**src/rtl/captura_pkg.sv**
```systemverilog
// Shared types and sizing helpers for the operand-capture front end of the Booth multiplier.
package captura_pkg;

  typedef enum logic [1:0] {
    ESPERA_A = 2'd0,
    ESPERA_B = 2'd1,
    INICIO   = 2'd2,
    OCUPADO  = 2'd3
  } estado_t;

  localparam int DEB_CICLOS_DEF = 16;
  localparam int TIMEOUT_DEF    = 1024;

  // Width of a counter that must hold values 0..n-1; never narrower than one bit.
  function automatic int ancho_cnt(input int n);
    return (n < 2) ? 1 : $clog2(n);
  endfunction

endpackage

```
**src/rtl/captura_operandos_antirrebote.sv**
```systemverilog
// Button debouncer: the accepted level follows boton only after DEB_CICLOS consecutive
// differing samples; pulso marks the edge where the accepted level rises.
module antirrebote
  import captura_pkg::*;
#(
  parameter int DEB_CICLOS = DEB_CICLOS_DEF
) (
  input  logic clk,
  input  logic rst,
  input  logic boton,
  output logic estable,
  output logic pulso
);

  localparam int               CNT_W   = ancho_cnt(DEB_CICLOS);
  localparam logic [CNT_W-1:0] CNT_MAX = CNT_W'(DEB_CICLOS - 1);

  logic             estable_q, estable_d;
  logic [CNT_W-1:0] cnt_q, cnt_d;

  // pulso is combinational so the consumer can act on the very edge the level is accepted.
  always_comb begin
    estable_d = estable_q;
    cnt_d     = '0;
    pulso     = 1'b0;
    if (boton != estable_q) begin
      if (cnt_q == CNT_MAX) begin
        estable_d = boton;
        pulso     = boton;
      end else begin
        cnt_d = cnt_q + 1'b1;
      end
    end
  end

  always_ff @(posedge clk) begin
    if (rst) begin
      estable_q <= 1'b0;
      cnt_q     <= '0;
    end else begin
      estable_q <= estable_d;
      cnt_q     <= cnt_d;
    end
  end

  assign estable = estable_q;

endmodule

```
**src/rtl/captura_operandos.sv**
```systemverilog
// Captures multiplicand then multiplier on two debounced presses, pulses start, waits for done.
// Optional done-timeout with one-cycle error pulse when CAPTURA_TIMEOUT_EN is defined.
module captura_operandos
  import captura_pkg::*;
#(
  parameter int ancho      = 4,
  parameter int DEB_CICLOS = DEB_CICLOS_DEF,
  parameter int TIMEOUT    = TIMEOUT_DEF
) (
  input  logic             clk,
  input  logic             rst,
  input  logic [ancho-1:0] in,
  input  logic             boton,
  input  logic             done,
  output logic [ancho-1:0] op_a,
  output logic [ancho-1:0] op_b,
  output logic             start,
  output logic [1:0]       estado,
  output logic             error
);

  if (DEB_CICLOS < 2 || TIMEOUT < 2) begin : g_param_invalido
    $error("captura_operandos: DEB_CICLOS and TIMEOUT must be >= 2");
  end

  estado_t          estado_q, estado_d;
  logic [ancho-1:0] op_a_q, op_a_d;
  logic [ancho-1:0] op_b_q, op_b_d;
  logic             start_q, start_d;
  logic             boton_estable;
  logic             pulso;
  logic             press;

`ifdef CAPTURA_TIMEOUT_EN
  localparam int               TMO_W   = ancho_cnt(TIMEOUT);
  localparam logic [TMO_W-1:0] TMO_MAX = TMO_W'(TIMEOUT - 1);

  logic [TMO_W-1:0] tmo_q, tmo_d;
  logic             error_q, error_d;
`endif

  antirrebote #(
    .DEB_CICLOS(DEB_CICLOS)
  ) u_antirrebote (
    .clk    (clk),
    .rst    (rst),
    .boton  (boton),
    .estable(boton_estable),
    .pulso  (pulso)
  );

  // A press is only ever the rise of an accepted level that was low.
  assign press = pulso & ~boton_estable;

  always_comb begin
    estado_d = estado_q;
    op_a_d   = op_a_q;
    op_b_d   = op_b_q;
`ifdef CAPTURA_TIMEOUT_EN
    tmo_d    = tmo_q;
    error_d  = 1'b0;
`endif
    case (estado_q)
      ESPERA_A: begin
        if (press) begin
          op_a_d   = in;
          estado_d = ESPERA_B;
        end
      end
      ESPERA_B: begin
        if (press) begin
          op_b_d   = in;
          estado_d = INICIO;
        end
      end
      INICIO: begin
        estado_d = OCUPADO;
`ifdef CAPTURA_TIMEOUT_EN
        tmo_d    = '0;
`endif
      end
      OCUPADO: begin
        // done wins over a timeout expiring on the same edge.
        if (done) begin
          estado_d = ESPERA_A;
        end
`ifdef CAPTURA_TIMEOUT_EN
        else if (tmo_q == TMO_MAX) begin
          estado_d = ESPERA_A;
          error_d  = 1'b1;
        end else begin
          tmo_d = tmo_q + 1'b1;
        end
`endif
      end
      default: estado_d = ESPERA_A;
    endcase
    start_d = (estado_d == INICIO);
  end

  always_ff @(posedge clk) begin
    if (rst) begin
      estado_q <= ESPERA_A;
      op_a_q   <= '0;
      op_b_q   <= '0;
      start_q  <= 1'b0;
`ifdef CAPTURA_TIMEOUT_EN
      tmo_q    <= '0;
      error_q  <= 1'b0;
`endif
    end else begin
      estado_q <= estado_d;
      op_a_q   <= op_a_d;
      op_b_q   <= op_b_d;
      start_q  <= start_d;
`ifdef CAPTURA_TIMEOUT_EN
      tmo_q    <= tmo_d;
      error_q  <= error_d;
`endif
    end
  end

  assign op_a   = op_a_q;
  assign op_b   = op_b_q;
  assign start  = start_q;
  assign estado = estado_q;
`ifdef CAPTURA_TIMEOUT_EN
  assign error  = error_q;
`else
  assign error  = 1'b0;
`endif

endmodule

```
**config.mk**
```make
export PLATFORM = sky130hd
export DESIGN_NAME = captura_operandos
export DESIGN_NICKNAME = d
export VERILOG_FILES = /design/src/rtl/captura_pkg.sv /design/src/rtl/captura_operandos_antirrebote.sv /design/src/rtl/captura_operandos.sv
export SDC_FILE = /design/constraint.sdc
export NUM_CORES = 1
export LEC_CHECK = 0
export CAP_MARGIN = 10
export CORE_MARGIN = 5
export CORE_UTILIZATION = 45
export DETAILED_ROUTE_END_ITERATION = 8
export GPL_TIMING_DRIVEN = 0
export PLACE_DENSITY_LB_ADDON = 0.3
export SLEW_MARGIN = 40
export SYNTH_ARGS = -nofsm -noshare
export SYNTH_HDL_FRONTEND = slang
export SYNTH_HIERARCHICAL = 1
export SYNTH_SLANG_ARGS = --single-unit
```
**constraint.sdc**
```tcl
create_clock -name clk -period 5.05 [get_ports clk]
set_clock_uncertainty 0.05 [all_clocks]
set_input_delay 1.01 -clock clk [delete_from_list [all_inputs] [get_ports clk]]
set_output_delay 1.01 -clock clk [all_outputs]
set_load 0.005 [all_outputs]
```
After elaboration in Yosys (flattened, before gate mapping)
Cells that the tools add are included.
Storage, ports and cells
  bits in registers: 16
  output and inout port bits: 12
Cells by class
  add/sub/neg operators: 1
  eq/ne operators: 6
  mux-type cells: 6
  bitwise logic cells: 3
  reduce and logical (&&, ||, !) cells: 5
Operators by type and width (count)
  $pmux W2 S4: 1
  $eq A2 B2 Y1 const B: 3
  $mux W2: 3
  $reduce_and A2 Y1: 3
  $add A4 B1 Y4 const B: 1
  $eq A4 B4 Y1 const B: 1
  $reduce_or A3 Y1: 1
  $eq A2 B1 Y1 const B: 1
  $logic_not A2 Y1: 1
  $mux W1: 2
  $not A1 Y1: 2
  $and A1 B1 Y1: 1
  $ne A1 B1 Y1: 1

Logic depth before layout (Yosys ltp)
  word-level depth: 7
  mapped depth: 5
  mapped depth without buffers: 5

Hierarchy
Netlist, hierarchy kept.
Modules (own cells, without submodules)
  captura_operandos: instances 1, cells each 45, area each 488.0 µm², sequential area each 220.2 µm²
  antirrebote: instances 1, cells each 20, area each 202.7 µm², sequential area each 100.1 µm²

Least setup slack after synthesis
Ideal clock, no wire load.
  path kind: input -> register
  from: in boton
  to: reg op_a_q[0], in the netlist op_a[0]
  arrival: 2.003 ns
  setup slack: 2.925 ns
  stages: 3
  path buffers: 0
  cells stage by stage: nor3b_1 -> nor4b_1 -> mux2i_1
Between the ends
  longest elaborated chain between the ends: 4
  elaborated cells on any way between the ends: 5
Ends and longest elaborated chain
  start: declaration: line captura_operandos.sv:13  | input logic boton,
  $mux W1 / $ne A1 B1 Y1 (equally long branches): line captura_operandos_antirrebote.sv:27, captura_operandos_antirrebote.sv:26
  $mux W1 *: line captura_operandos_antirrebote.sv:26  | if (boton != estable_q) begin
  $and A1 B1 Y1 *: line captura_operandos.sv:53  | assign press = pulso & ~boton_estable;
  $reduce_and A2 Y1 (no line) *
  end signal: assignment: line captura_operandos.sv:113  | op_a_q <= op_a_d;
  end: declaration: line captura_operandos.sv:27  | logic [ancho-1:0] op_a_q, op_a_d;
Every way passes the cells marked *; elsewhere a longest branch is shown, timed or not.
A chain may end at the register's enable or synchronous reset.

Worst setup path in the final report
  from: in boton
  to: reg op_a_q[3], in the netlist op_a[3]
Between the ends
  longest elaborated chain between the ends: 4
  elaborated cells on any way between the ends: 5
Ends and longest elaborated chain
  $mux W1 / $ne A1 B1 Y1 (equally long branches): line captura_operandos_antirrebote.sv:27, captura_operandos_antirrebote.sv:26
  $mux W1 *: line captura_operandos_antirrebote.sv:26
  net pulso: line captura_operandos.sv:31  | logic pulso;
  $and A1 B1 Y1 *: line captura_operandos.sv:53
  $reduce_and A2 Y1 (no line) *
Mark *: on every way through the listed nets, which the timed path passes. The rest lies on a longest branch.

==> impl_metrics.py <==
metrics = {
    "setup_path": {
        "path_class": "input port to flip-flop",
        "cp_top_family": "simple AND/OR/NAND/NOR gates",
        "cp_cell_sequence": "clkdlybuf4s50_1 > nor3b_1 > nor4b_1 > mux2i_1",
        "path_buf_inv": 1,
        "crit_slowest_cell": "clkdlybuf4s50_1",
        "critPathMaxStageDelay_ps": 520,
        "crit_fanout": 5,
        "regToRegSetupSlack_ps": 2980,
        "cp.arrival_ps": 2750,
        "start_kind": "input port",
        "end_kind": "flip-flop",
        "critical_path_required_ps": 5210,
    },
    "cts": {
        "cts.sinks": 16,
        "holdBufCountCts": 0,
        "cts.repair.resized": 0,
        "clk_latency_ps": 280,
        "cts_root_buffer": "clkbuf_4",
        "clk_pin_slew_ps": 80,
        "cts_buffers": 3,
        "cts_tree": "built",
        "cts_setup_buffers": 0,
        "htreeDepth": 1,
        "cts_buffer_depth": 2,
    },
    "synthesis": {
        "synth_top_cell_by_area": "dfxtp_1",
        "synth_mux_area_share_pct": 13.0,
        "avgSynthCellArea_um2": 10.6,
        "netlist_instances": 65,
        "ys_warn_count": 6,
        "synth_top_family_by_area": "simple AND/OR/NAND/NOR gates",
        "synthXorXnorAreaFrac_pct": 3.80,
        "syn_area_um2": 691,
        "synth_fp_nets": 74,
        "synth_fa_ha_area_share_pct": 1.81,
        "synth_area_leaders": "dfxtp_1 (46%), mux2i_1 (13%), nand2b_1 (12%)",
        "synth_top_area_share_pct": 46.4,
        "synth_compound_area_share_pct": 4.35,
        "synth-seq-area-share_pct": 46.4,
        "synth.distinct_cells": 22,
        "yosys.area_share.simple_pct": 27.9,
        "ys_ff_latch": 16,
    },
    "layout": {
        "antennaDiodeCount": 0,
        "area_growth_pct": 32.2,
        "layout.nets": 97,
        "final_common_cell": "clkdlybuf4s50_1",
        "drive_gt1_share_pct": 11.6,
        "final_cell_mix": "clkdlybuf4s50_1 (18), dfxtp_1 (16), nand2b_1 (13)",
    },
    "global_route": {
        "grt_overflow": 0,
        "grt_pass1_wl_um": 2080,
        "grt_pass1_vias": 472,
        "grt_max_degree": 11,
        "grt_usage_pct": 11.0,
        "antenna_found_initial": 0,
    },
    "power_and_ir_drop": {
        "powerDensity_nw_per_um2": 226,
        "vdd_drop_max_v": 0.000124,
        "power_leakage_nw": 0.371,
    },
    "route": {
        "drc": 0,
        "antenna_left": 0,
        "viasPerCell": 4.95,
        "routed-via-count": 505,
        "dr.pass1.iters": 2,
        "wire_per_inst_um": 12.6,
        "wl_um": 1280,
        "drt_iter0_drc": 4,
    },
    "floorplan": {
        "die_y_um": 49.2,
        "ios": 20,
        "core_area_um2": 1490,
        "rows": 14,
        "die_w_um": 49.2,
        "initial_core_util_pct": 46.4,
        "die-area_um2": 2420,
    },
    "flow_run": {
        "drv_cap": 0,
    },
    "timing": {
        "slew_headroom_pct": 63.5,
        "clock.fmax_mhz": 386,
        "max_slew.worst_pin.slew_ps": 540,
        "min_period_over_period_pct": 51.4,
        "slew_viol_final": 0,
        "hold_viol": 0,
        "setup_viol": 0,
        "finalCriticalPeriod_ps": 2590,
        "worst_slack_ps": 2460,
        "rsz0062_at_grt": "false",
        "setup_tns_ps": 0,
    },
    "status": {
        "outcome": "finished clean",
    },
    "placement": {
        "portBuffers": 18,
        "dp_hpwl_um": 1010,
        "place_ws_ps": 2150,
        "place_congestion": 0.613,
    },
    "min_path": {
        "hold_class": "flip-flop to flip-flop",
    },
}
-- logic make-up after synthesis --
kind of cell | count (synthesis)
compound gates | 3
simple gates | 29
mux | 9
other cells | 1
buf+inv | 3
xor+xnor | 3
flops | 16
fa+ha+maj | 1
-- layer usage --
layer,routed length (um),share of wire (%),vias up,global-route usage (%)
met2,599,47,15,17.2
met4,13,1.0,0,5.38
met5,0,0,-,0
met3,97,7.6,2,3.67
li1,-,-,265,-
met1,573,45,223,13.3
-- Yosys cell counts (all sizes together) --
cell,instances
nand3b,1
a21bo,1
and3b,1
nor3b,1
nand2b,13
mux2i,9
inv,1
or4b,1
conb,1
and3,1
dfxtp,16
xor2,3
ha,1
and4bb,1
a21oi,1
nand3,2
a2111oi,1
nand4bb,1
nor2,6
clkbuf,1
nor4b,1
buf,1
-- power breakdown --
group          switching, mW  leakage (nW)  internal, mW
registers           0.000558         0.129         0.127
logic                0.00517         0.228       0.00833
clock network         0.0377        0.0138        0.0277
-- path summary, 6_finish.rpt --
check | to | startpoint | cells past startpoint
hold reg to reg | u_antirrebote/cnt_q[0] | u_antirrebote/cnt_q[0] | 1
setup reg to reg | op_a[3] | u_antirrebote/cnt_q[0] | 5
hold / removal | u_antirrebote/cnt_q[0] | u_antirrebote/cnt_q[0] | 1
setup / recovery | op_a[3] | boton | 4
-- layout make-up --
type,instances,area (um^2)
Clock buffer,3,22.5
Multi-Input combinational cell,46,355
Buffer,2,11.3
Fill cell,138,576
Sequential cell,16,320
Timing Repair Buffer,18,180
Inverter,1,3.75
Tap cell,16,20.0
-- state kept, by name (all words and copies together), names as in the netlist --
register               count
op_a                       4
op_b                       4
u_antirrebote/cnt_q        4
estado                     2
start                      1
u_antirrebote/estable      1
-- stage by stage --
step	cells	hold WS, ps	power [mW]	area [um^2]	util [%]
2_1_floorplan	65	368	0.136	691	-
3_3_place_gp	99	381	0.144	891	59.8
3_5_place_dp	99	416	0.144	891	59.8
4_1_cts	102	429	0.208	913	61.3
5_1_grt	102	453	0.216	913	61.3
6_report	102	423	0.206	913	61.3
Note: power is estimated with default switching activity, not from simulation.
